[config.mk]
export PLATFORM = sky130hd
export DESIGN_NAME = adc_sar_control
export DESIGN_NICKNAME = d
export VERILOG_FILES = /design/src/rtl/adc_sar_control.sv
export SDC_FILE = /design/constraint.sdc
export NUM_CORES = 1
export LEC_CHECK = 0
export ABC_CLOCK_PERIOD_IN_PS = 5250
export CORE_MARGIN = 5
export CORE_UTILIZATION = 56
export CTS_CLUSTER_DIAMETER = 30
export DETAILED_ROUTE_END_ITERATION = 10
export PLACE_DENSITY = 0.85
export SLEW_MARGIN = 15
export SYNTH_ARGS = -nofsm -noshare
export SYNTH_HDL_FRONTEND = slang
export SYNTH_SLANG_ARGS = --single-unit
[constraint.sdc]
create_clock -name clk -period 5.25 [get_ports clk]
set_clock_uncertainty 0.1 [all_clocks]
set_input_delay 0.7875 -clock clk [delete_from_list [all_inputs] [get_ports clk]]
set_output_delay 0.7875 -clock clk [all_outputs]
set_load 0.01 [all_outputs]
[src/rtl/adc_sar_control.sv]
// 12-bit successive-approximation ADC controller: sample, then resolve one bit
// per two cycles (settle/strobe, then decide) from MSB to LSB.
module adc_sar_control #(
    parameter int SAMPLE_CYCLES = 4
) (
    input  logic        clk,
    input  logic        rst_n,
    input  logic        start_i,
    input  logic        comp_in,
    output logic        sample_o,
    output logic        comp_strobe_o,
    output logic [11:0] dac_p_o,
    output logic [11:0] dac_n_o,
    output logic [11:0] result_o,
    output logic        valid_o,
    output logic        busy_o
);

    typedef enum logic [1:0] {
        ST_IDLE   = 2'd0,
        ST_SAMPLE = 2'd1,
        ST_CONV   = 2'd2,
        ST_DONE   = 2'd3
    } state_t;

    localparam logic [3:0] CNT_INIT = 4'(SAMPLE_CYCLES - 1);

    state_t      state_r;
    logic [11:0] trial_r;
    logic [3:0]  k_r;
    logic        ph_r;
    logic [3:0]  cnt_r;
    logic [11:0] result_r;
    logic        valid_r;
    logic        busy_r;
    logic        sample_r;
    logic        strobe_r;
    logic [11:0] decided_s;

    // Trial code with the bit under test resolved by the comparator.
    always_comb begin
        decided_s = trial_r;
        if (comp_in) begin
            decided_s = trial_r & ~(12'd1 << k_r);
        end else begin
            decided_s = trial_r;
        end
    end

    // Conversion sequencer; every output is a register updated on transitions.
    always_ff @(posedge clk or negedge rst_n) begin
        if (!rst_n) begin
            state_r  <= ST_IDLE;
            trial_r  <= 12'h800;
            k_r      <= 4'd0;
            ph_r     <= 1'b0;
            cnt_r    <= 4'd0;
            result_r <= 12'h000;
            valid_r  <= 1'b0;
            busy_r   <= 1'b0;
            sample_r <= 1'b0;
            strobe_r <= 1'b0;
        end else begin
            case (state_r)
                ST_IDLE: begin
                    valid_r <= 1'b0;
                    if (start_i) begin
                        state_r  <= ST_SAMPLE;
                        trial_r  <= 12'h800;
                        cnt_r    <= CNT_INIT;
                        busy_r   <= 1'b1;
                        sample_r <= 1'b1;
                    end else begin
                        state_r <= ST_IDLE;
                    end
                end
                ST_SAMPLE: begin
                    if (cnt_r == 4'd0) begin
                        state_r  <= ST_CONV;
                        k_r      <= 4'd11;
                        ph_r     <= 1'b0;
                        sample_r <= 1'b0;
                        strobe_r <= 1'b1;
                    end else begin
                        cnt_r <= cnt_r - 4'd1;
                    end
                end
                ST_CONV: begin
                    if (!ph_r) begin
                        ph_r     <= 1'b1;
                        strobe_r <= 1'b0;
                    end else if (k_r != 4'd0) begin
                        // Next bit is raised in the same edge so it settles for a full cycle.
                        trial_r  <= decided_s | (12'd1 << (k_r - 4'd1));
                        k_r      <= k_r - 4'd1;
                        ph_r     <= 1'b0;
                        strobe_r <= 1'b1;
                    end else begin
                        trial_r  <= decided_s;
                        result_r <= decided_s;
                        valid_r  <= 1'b1;
                        state_r  <= ST_DONE;
                    end
                end
                ST_DONE: begin
                    valid_r <= 1'b0;
                    busy_r  <= 1'b0;
                    state_r <= ST_IDLE;
                end
                default: begin
                    state_r  <= ST_IDLE;
                    valid_r  <= 1'b0;
                    busy_r   <= 1'b0;
                    sample_r <= 1'b0;
                    strobe_r <= 1'b0;
                end
            endcase
        end
    end

    assign sample_o      = sample_r;
    assign comp_strobe_o = strobe_r;
    assign dac_p_o       = trial_r;
    assign dac_n_o       = ~trial_r;
    assign result_o      = result_r;
    assign valid_o       = valid_r;
    assign busy_o        = busy_r;

endmodule

; ---- After elaboration in Yosys (flattened, before gate mapping)
; Index checks and enable logic that the tools add are counted.
[op_classes]
n_eq_ne = 10
shifts = 2
n_reduce_logical = 19
add_sub_neg = 2
mux = 31
n_bitwise = 5
[ops]
columns = cell, count
row1 = 12-bit 2-to-1 mux, 4
row2 = 12-bit NOT, 2
row3 = 12-bit case mux with 2 select lines, 1
row4 = "1-bit by 4-bit left shift with 12-bit output, first input constant", 2
row5 = 3-bit AND reduction, 7
row6 = 4-bit 2-to-1 mux, 5
row7 = 4-bit case mux with 2 select lines, 2
row8 = 12-bit bitwise AND, 1
row9 = "2-bit != test, second input constant", 6
row10 = 12-bit bitwise OR, 1
row11 = 1-bit 2-to-1 mux, 10
row12 = 1-bit case mux with 2 select lines, 5
row13 = 2-bit nonzero test, 5
row14 = 2-bit case mux with 4 select lines, 1
row15 = "4-bit by 1-bit subtractor with 4-bit output, second input constant", 2
row16 = 2-bit 2-to-1 mux, 3
row17 = "2-bit equality test, second input constant", 2
row18 = 4-bit logical NOT, 1
row19 = 2-bit AND reduction, 2
row20 = 4-bit AND reduction, 1
row21 = 4-bit nonzero test, 1
row22 = "3-bit != test, second input constant", 1
row23 = "2-bit by 1-bit equality test with 1-bit output, second input constant", 1
row24 = 2-bit logical NOT, 1
row25 = other kinds (2), 2
[word_totals]
in_bits = 4
ff_bits = 39
wordCells = 79

; ---- Logic depth before layout (Yosys ltp)
; Gate-level depths: netlist (run 1).
[logic_depth]
word_depth = 8
ltp_mapped = 8

; ---- Worst setup path after synthesis (run 1)
; OpenSTA, ideal clock, no wires.
[synth_timing]
path_kind = register to register
start = register k_r[0]
end = register state_r[1]
path_stages_with_launch = 8
required_ns = 5.022
path_slack_ns = 3.273
arrival_time_ns = 1.749
path_buffers = 1
synth_period_minus_slack_ns = 1.977
path_cell_list = dfrtp_1 inv_1 ha_1 buf_4 nor3b_4 nand2_1 a21oi_2 mux2_1
[synth_between]
elab_chain_cells = 3
[synth_lines]
columns = item, line
row1 = from (decl), 30  ; logic [3:0] k_r;
row2 = from (signal assigned), 95  ; k_r <= k_r - 4'd1;
row3 = 4-bit nonzero test, 92  ; end else if (k_r != 4'd0) begin
row4 = 2-bit != test (no source line), n/a
row5 = 3-bit AND reduction (no source line), n/a
row6 = to (signal assigned), 102  ; state_r <= ST_DONE;
row7 = to (signal assigned), 108  ; state_r <= ST_IDLE;
row8 = to (signal assigned), 111  ; state_r <= ST_IDLE;
row9 = to (decl), 28  ; state_t state_r;
; No other way between the ends.
; A chain may end at the register's enable or synchronous reset.

; ---- Final worst setup path (run 1)
[layout_timing]
start = register k_r[0]
end = register result_r[7] (netlist: result_o[7])
[layout_between]
elab_chain_cells = 4
elab_cells_between_ends = 7
[layout_lines]
columns = item, line
row1 = 1-bit by 4-bit left shift with 12-bit output, 44  ; decided_s = trial_r & ~(12'd1 << k_r);
row2 = 12-bit NOT, 44
row3 = 12-bit bitwise AND, 44
row4 = 12-bit 2-to-1 mux, 43  ; if (comp_in) begin
row5 = to (signal assigned), 100  ; result_r <= decided_s;
row6 = to (decl), 33  ; logic [11:0] result_r;
; Parallel ways exist; a longest one is shown, timed or not.

==> impl_results.rst, run 1 <==
.. list-table::
   :header-rows: 1

   * - Metric
     - Value
   * - Run status
     - finished, final reports clean
   * - Count of fill cells added during filler insertion
     - approximately 300
   * - Fmax achieved
     - ~380 MHz
   * - Die Height
     - between 70 and 80 um
   * - Synthesized area
     - roughly 2400 um2
   * - Number of max-slew violations in the final report
     - 0
   * - Resized Gates After CTS
     - 0
   * - Leakage power total
     - about 1.2 nW
   * - Routed vias/inst
     - about 6.0
   * - Share of layout cells above drive strength 1
     - 6.78%
   * - RSZ-0062 raised after global routing
     - false
   * - Post-DR wirelength/cell
     - about 16 um
   * - Cts-stage hold buffer count
     - 0
   * - Design Power
     - about 1.4 mW
   * - Global-route wire length before repair
     - a little under 9 mm
   * - Finish-stage setup viols
     - 0
   * - Sequential power share
     - 35.0%
   * - Worst setup path endpoint
     - result_o[7]
   * - Number of H-tree levels
     - 2
   * - DRT antenna net count
     - 0
   * - Sequential cell area
     - between 900 and 1000 um2
   * - Die area
     - around 5600 um2
   * - Yosys warns
     - 0
   * - Worst hold path cell count
     - 2
   * - Top_reg_cell synth
     - sky130_fd_sc_hd__dfrtp_1
   * - Number of buffers created by CTS
     - 5
   * - Post-synth net total
     - 275
   * - Setup TNS
     - 0 ns
   * - I/O Buffers
     - 43
   * - Number of setup buffers added after CTS
     - 0
   * - Flop and latch count out of synthesis
     - 39
   * - Ratio of final minimum period to clock period
     - 50.2%
   * - Skew-Pair Late Insertion Delay
     - between 0.2 and 0.3 ns
   * - Reg2reg end
     - result_o[7]
   * - Number of global-route vias before repair
     - 1824
   * - Kind of end point of the critical path
     - register
   * - Clk network pwr share
     - a little over an eighth
   * - Final hold violation count
     - 0
   * - Clock input transition at the sequential cells of the worst setup and hold paths
     - ~0.07 ns
   * - Gate power share
     - 51.6%
   * - Number of enable flip-flop cells after synthesis
     - 0
   * - Commonest non-fill, non-tap cell in the layout
     - sky130_fd_sc_hd__clkdlybuf4s50_1
   * - Syn Inst Count
     - 260
   * - Power dissipated by switching net loads
     - 0.595 mW
   * - Number of clock sinks
     - 39
   * - Register area share after synthesis
     - 41.6%
   * - Row count
     - 23
   * - Routed wire length
     - approximately 5.4 mm
   * - Cell count of the worst reg-to-reg path
     - 6
   * - Synth cell types
     - 53
   * - Hold Path Class
     - reg2reg
   * - Buffer type at the clock tree root
     - sky130_fd_sc_hd__clkbuf_8
   * - Switching power as a share of total power
     - between 40% and 50%
   * - Layout overhead on the synthesized area
     - 20.6%
   * - Initial antenna violation count
     - 0
   * - Area of the multi-input gates
     - roughly 1200 um2
   * - Number of primary I/O pins
     - between 40 and 50
   * - Congestion Overflow GR
     - 0
   * - VDD IR-drop max
     - 0.384 mV
   * - Number of antenna cells inserted
     - 0
   * - DRC
     - 0
   * - Relative slew margins
     - roughly a third
   * - Vias after detailed routing
     - approximately 2100
   * - Initial Utilization
     - 58.4%
   * - Worst Path Max Fanout
     - 24
   * - Reg2Reg Launch Point
     - k_r[0]
   * - Avg Inst Size Synth
     - roughly 9 um2
   * - Largest net degree at the start of global routing
     - 40
   * - Required @ worst endpoint
     - ~5.3 ns
   * - Overall global routing resource usage
     - about a fifth
   * - TritonCTS clock tree
     - yes
   * - Commonest cells after routing, fill and taps aside
     - sky130_fd_sc_hd__clkdlybuf4s50_1 (42), sky130_fd_sc_hd__nand2_1 (38), sky130_fd_sc_hd__dfrtp_1 (38)
   * - Maximum clock insertion buffer count
     - 2
   * - Final estimated routing congestion in global placement
     - 0.819
   * - Type of the setup path with the least slack
     - reg2reg
   * - Internal power component
     - approximately 0.84 mW
   * - Proportion of register bits with asynchronous set or reset after synthesis
     - between 90% and 100%
   * - Hold path startpoint
     - result_o[1]
   * - Width of the die
     - between 70 and 80 um
   * - Ratio of total power to cell area
     - slightly above 500 nW/um2
   * - Post-detailed-placement half-perimeter wirelength
     - between 4 and 5 mm
   * - CP Launch Point
     - k_r[0]
   * - Kind of start point of the critical path
     - register
   * - Drt initial violations
     - around 150
   * - Critical path arrival
     - around 2.7 ns
   * - Maximum Capacitance Violations
     - 0
   * - Floorplan core area
     - ~4000 um2
   * - Length of the first detailed-routing pass in iterations
     - 4
   * - Tightest Pin Transition
     - 0.984 ns
   * - Net count reported at finish
     - 309
   * - Worst reg2reg setup slack
     - 2.61 ns
   * - Tmin final
     - ~2.6 ns
==> critical path, stage by stage (launching register included) <==
cell and delay [ns]:
sky130_fd_sc_hd__dfrtp_1 0.47, sky130_fd_sc_hd__inv_1 0.15, sky130_fd_sc_hd__ha_1 0.37, sky130_fd_sc_hd__nor3b_4 0.39
sky130_fd_sc_hd__nand3_1 0.61, sky130_fd_sc_hd__nand2_1 0.28, sky130_fd_sc_hd__o21ai_0 0.11
==> state kept, by name, summed over array words and instances, names as in the netlist <==
register / flops
busy_o: 1
cnt_r: 4
comp_strobe_o: 1
dac_p_o: 12
k_r: 4
ph_r: 1
result_o: 12
sample_o: 1
state_r: 2
valid_o: 1
==> metal layers <==
metal  GRT usage, %  vias up  part of all wire [%]
met4           6.92        0                   1.3
met5              0        -                     0
met3           4.67        9                   6.5
li1               -      994                     -
met1           29.3     1011                    45
met2           31.6       73                    47
==> power groups by stage <==
stage	sequential [mW]	clock, mW	combinational [mW]
after detailed placement	0.505	0	0.743
after global routing	0.517	0.210	0.818
after floorplan	0.498	0	0.471
final	0.502	0.191	0.740
after CTS	0.500	0.198	0.744
after global placement	0.499	0	0.720
==> logic make-up after synthesis <==
group | Yosys count | share of synthesized area [%]
buffers and inverters | 38 | 7.08
adder cells (fa/ha/maj) | 11 | 5.85
AND/OR/NAND/NOR | 81 | 18.0
multiplexers | 6 | 2.77
flip-flops | 39 | 41.6
AO/OA/AOI/OAI | 85 | 24.7
==> Yosys cell counts (all sizes together), types with 4 or more instances <==
master,count,area [um2]
nand2,38,143
clkbuf,10,37.5
a22o,11,97.6
nand3,4,20.0
inv,22,82.6
a21oi,11,62.6
nor2,7,28.8
nand2b,4,25.0
mux2i,5,53.8
ha,11,138
o21ai,37,185
dfrtp,38,951
buf,6,46.3
nor2b,5,31.3
nand4,7,43.8
==> how the worst min path moves through the flow <==
stage	to	slack, ns
after floorplan	busy_o	0.39
after global placement	result_o[2]	0.36
after CTS	result_o[1]	0.39
after detailed placement	result_o[1]	0.37
final	result_o[1]	0.38
after global routing	result_o[0]	0.41
==> area by class of cell <==
| cell class | instances | area share [%] |
|---|---|---|
| Tap cell | 50 | 2.21 |
| Clock buffer | 7 | 2.69 |
| Timing Repair Buffer | 43 | 15.0 |
| Inverter | 22 | 2.91 |
| Multi-Input combinational cell | 183 | 42.6 |
| Clock inverter | 1 | 0.176 |
| Sequential cell | 39 | 34.5 |
==> metrics by stage <==
step                cell area [um2]  utilization, %  cells  worst slack, ns  hold WS, ns
floorplan                      2350               -    260             3.27        0.392
global placement               2760            68.4    337             2.41        0.363
detailed placement             2760            68.4    337             2.33        0.372
CTS                            2840            70.4    345             2.61        0.388
global route                   2840            70.4    345             2.38        0.413
finish                         2840            70.4    345             2.61        0.381
Note: power is estimated with default switching activity, not from simulation.
==> run 2: changes to the inputs <==
ABC_CLOCK_PERIOD_IN_PS = 2130   (was 5250)
CORE_UTILIZATION = 47   (was 56)
PLACE_DENSITY = 0.76   (was 0.85)
clock period = 2.13 ns   (was 5.25 ns; I/O delays follow)
==> run 2 against run 1 <==
Compared with the run above:
- global-route usage fell by 0.12 points
- combinational power rose to 2.8 times the previous value
- first-iteration DRC count rose by 35%
- critical path depth up 1
- via count up 1.8%
- clock power increased to 3.4 times the previous value
- critical path type unchanged
==> impl_results.rst, run 2 (synthesis gave the netlist of run 1 again) <==
.. list-table::
   :header-rows: 1

   * - Metric
     - Value
   * - DRC
     - 0
   * - RSZ-0062 raised after global routing
     - false
   * - VDD IR-drop max
     - about 0.75 mV
   * - Global-route wire length before repair
     - ~11 mm
   * - Crit-path max cell delay
     - approximately 0.44 ns
   * - Run status
     - finished, final reports clean
   * - Skew-Pair Late Insertion Delay
     - around 0.30 ns
   * - Number of global-route vias before repair
     - 2202
   * - Overall global routing resource usage
     - 20.6%
   * - Worst hold path cell count
     - 2
   * - Critical path arrival
     - 2.11 ns
   * - TritonCTS clock tree
     - yes
   * - Length of the first detailed-routing pass in iterations
     - 4
   * - Non-filler instance count after layout
     - 380
   * - Number of clock sinks
     - 39
   * - Share of layout cells above drive strength 1
     - approximately 14%
   * - DRT antenna net count
     - 0
   * - Drt initial violations
     - slightly below 200
   * - Net count reported at finish
     - between 300 and 400
   * - Hold Path Class
     - reg2reg
   * - Final estimated routing congestion in global placement
     - between 0.9 and 1
   * - CP delay by family, top
     - compound AO/OA/AOI/OAI gates
   * - Critical path's slowest cell
     - sky130_fd_sc_hd__dfrtp_2
   * - Floorplan core area
     - between 4000 and 5000 um2
   * - Placement-stage worst setup slack
     - a little over 0.08 ns
   * - Routed wire length
     - 6.06 mm
   * - Die area
     - around 6500 um2
   * - Ratio of final minimum period to clock period
     - ~95%
   * - Number of placed cells counting well taps
     - between 300 and 400
   * - Count of fill cells added during filler insertion
     - 423
   * - Number of primary I/O pins
     - 44
   * - Fmax achieved
     - ~500 MHz
   * - Buffer type at the clock tree root
     - sky130_fd_sc_hd__clkbuf_8
   * - Layout overhead on the synthesized area
     - 29.6%
   * - Kind of start point of the critical path
     - register
   * - Width of the die
     - roughly 81 um
   * - Initial Utilization
     - roughly half
   * - Clock input transition at the sequential cells of the worst setup and hold paths
     - 0.08 ns
   * - Post-detailed-placement half-perimeter wirelength
     - between 4 and 5 mm
   * - Number of max-slew violations in the final report
     - 0
   * - Final hold violation count
     - 0
   * - Count of buffering cells on the critical path with inverters included
     - 2
   * - Congestion Overflow GR
     - 0
   * - Kind of end point of the critical path
     - register
   * - Type of the setup path with the least slack
     - reg2reg
   * - Worst Path Max Fanout
     - 8
   * - Commonest cells after routing, fill and taps aside
     - sky130_fd_sc_hd__clkdlybuf4s50_1 (42), sky130_fd_sc_hd__nand2_1 (37), sky130_fd_sc_hd__dfrtp_1 (37)
   * - Number of setup buffers added after CTS
     - 0
   * - Commonest non-fill, non-tap cell in the layout
     - sky130_fd_sc_hd__clkdlybuf4s50_1
   * - Row count
     - 25
   * - I/O Buffers
     - 43
   * - Leakage power total
     - approximately 1.3 nW
   * - Finish-stage setup viols
     - 0
   * - Routed vias/inst
     - between 5 and 6
   * - Setup TNS
     - 0 ns
   * - Design Power
     - slightly below 4 mW
   * - Ratio of total power to cell area
     - 1280 nW/um2
   * - Tmin final
     - roughly 2 ns
   * - Post-DR wirelength/cell
     - 15.9 um
   * - Maximum clock insertion buffer count
     - 2
   * - Die Height
     - 80.7 um
   * - Number of H-tree levels
     - 2
   * - Cell count of the worst reg-to-reg path
     - 7
   * - Vias after detailed routing
     - around 2100
   * - Number of antenna cells inserted
     - 0
   * - Initial antenna violation count
     - 0
   * - Number of buffers created by CTS
     - 5
   * - Relative slew margins
     - 66.8%
   * - Required @ worst endpoint
     - around 2.2 ns
   * - CP cell instances
     - inv_2, ha_1, or3b_1, buf_4, a211oi_4, mux2i_1, o22a_1
   * - Largest net degree at the start of global routing
     - 40
   * - Crit. path cell count
     - 7
   * - Final setup slack of the worst path
     - between 0.1 and 0.15 ns
   * - Maximum Capacitance Violations
     - 0
   * - Tightest Pin Transition
     - 0.498 ns
-- run 2: changes by cell type in the layout (fill, tap and decap cells not counted), moves of 2 or more --
cell,previous run,this run
sky130_fd_sc_hd__inv_2,0,2
sky130_fd_sc_hd__buf_4,0,17
sky130_fd_sc_hd__inv_1,22,20
sky130_fd_sc_hd__clkbuf_1,2,0
-- run 2: worst register-to-register path, delay by kind of cell (launching register included) --
kind            cells  cell delay [ns]
compound gates      2             0.45
buf+inv             2             0.27
flops               1             0.44
fa+ha+maj           1             0.16
mux                 1             0.11
simple gates        1             0.38
-- run 2: path summary, 6_finish.rpt --
check	from	end	slack, ns
max	cnt_r[0]	k_r[0]	0.11
min reg2reg	result_o[11]	result_o[11]	0.38
min in group asynchronous	rst_n	state_r[1]	0.50
min	result_o[11]	result_o[11]	0.38
max reg2reg	cnt_r[0]	k_r[0]	0.11
max in group asynchronous	rst_n	cnt_r[0]	1.06
-- run 2: what timing repair did --
item	4_1_cts	5_1_grt
setup endpoints to repair	0	4
endpoints found under the hold margin	38	0
hold buffers	1	0
resized for setup	0	6
-- run 2: cell type report --
cell class	instances	area (um2)	area share (%)
Multi-Input combinational cell	183	1220	40.1
Sequential cell	39	978	32.1
Timing Repair Buffer	61	563	18.5
Tap cell	67	83.8	2.75
Clock buffer	6	82.6	2.71
Inverter	22	82.6	2.71
Clock inverter	2	35.0	1.15
-- run 2: metrics by stage --
stage	util, %	area, um2	hold slack (ns)
4_1_cts	63.3	3030	0.388
3_5_place_dp	60.7	2900	0.305
5_1_grt	63.7	3050	0.423
3_3_place_gp	60.7	2900	0.304
2_1_floorplan	-	2350	-0.0761
6_report	63.7	3050	0.378
-- run 2: report_power, final --
part / internal [mW] / switching [mW]
clock: 0.379 / 0.271
sequential: 0.980 / 0.235
combinational: 0.976 / 1.07
-- run 2: routing by layer --
metal	global-route usage, %	vias to the layer above	wire, um
li1	-	1034	-
met4	7.43	0	111
met3	3.59	10	223
met2	33.9	61	2990
met5	0	-	0
met1	27.2	1020	2730
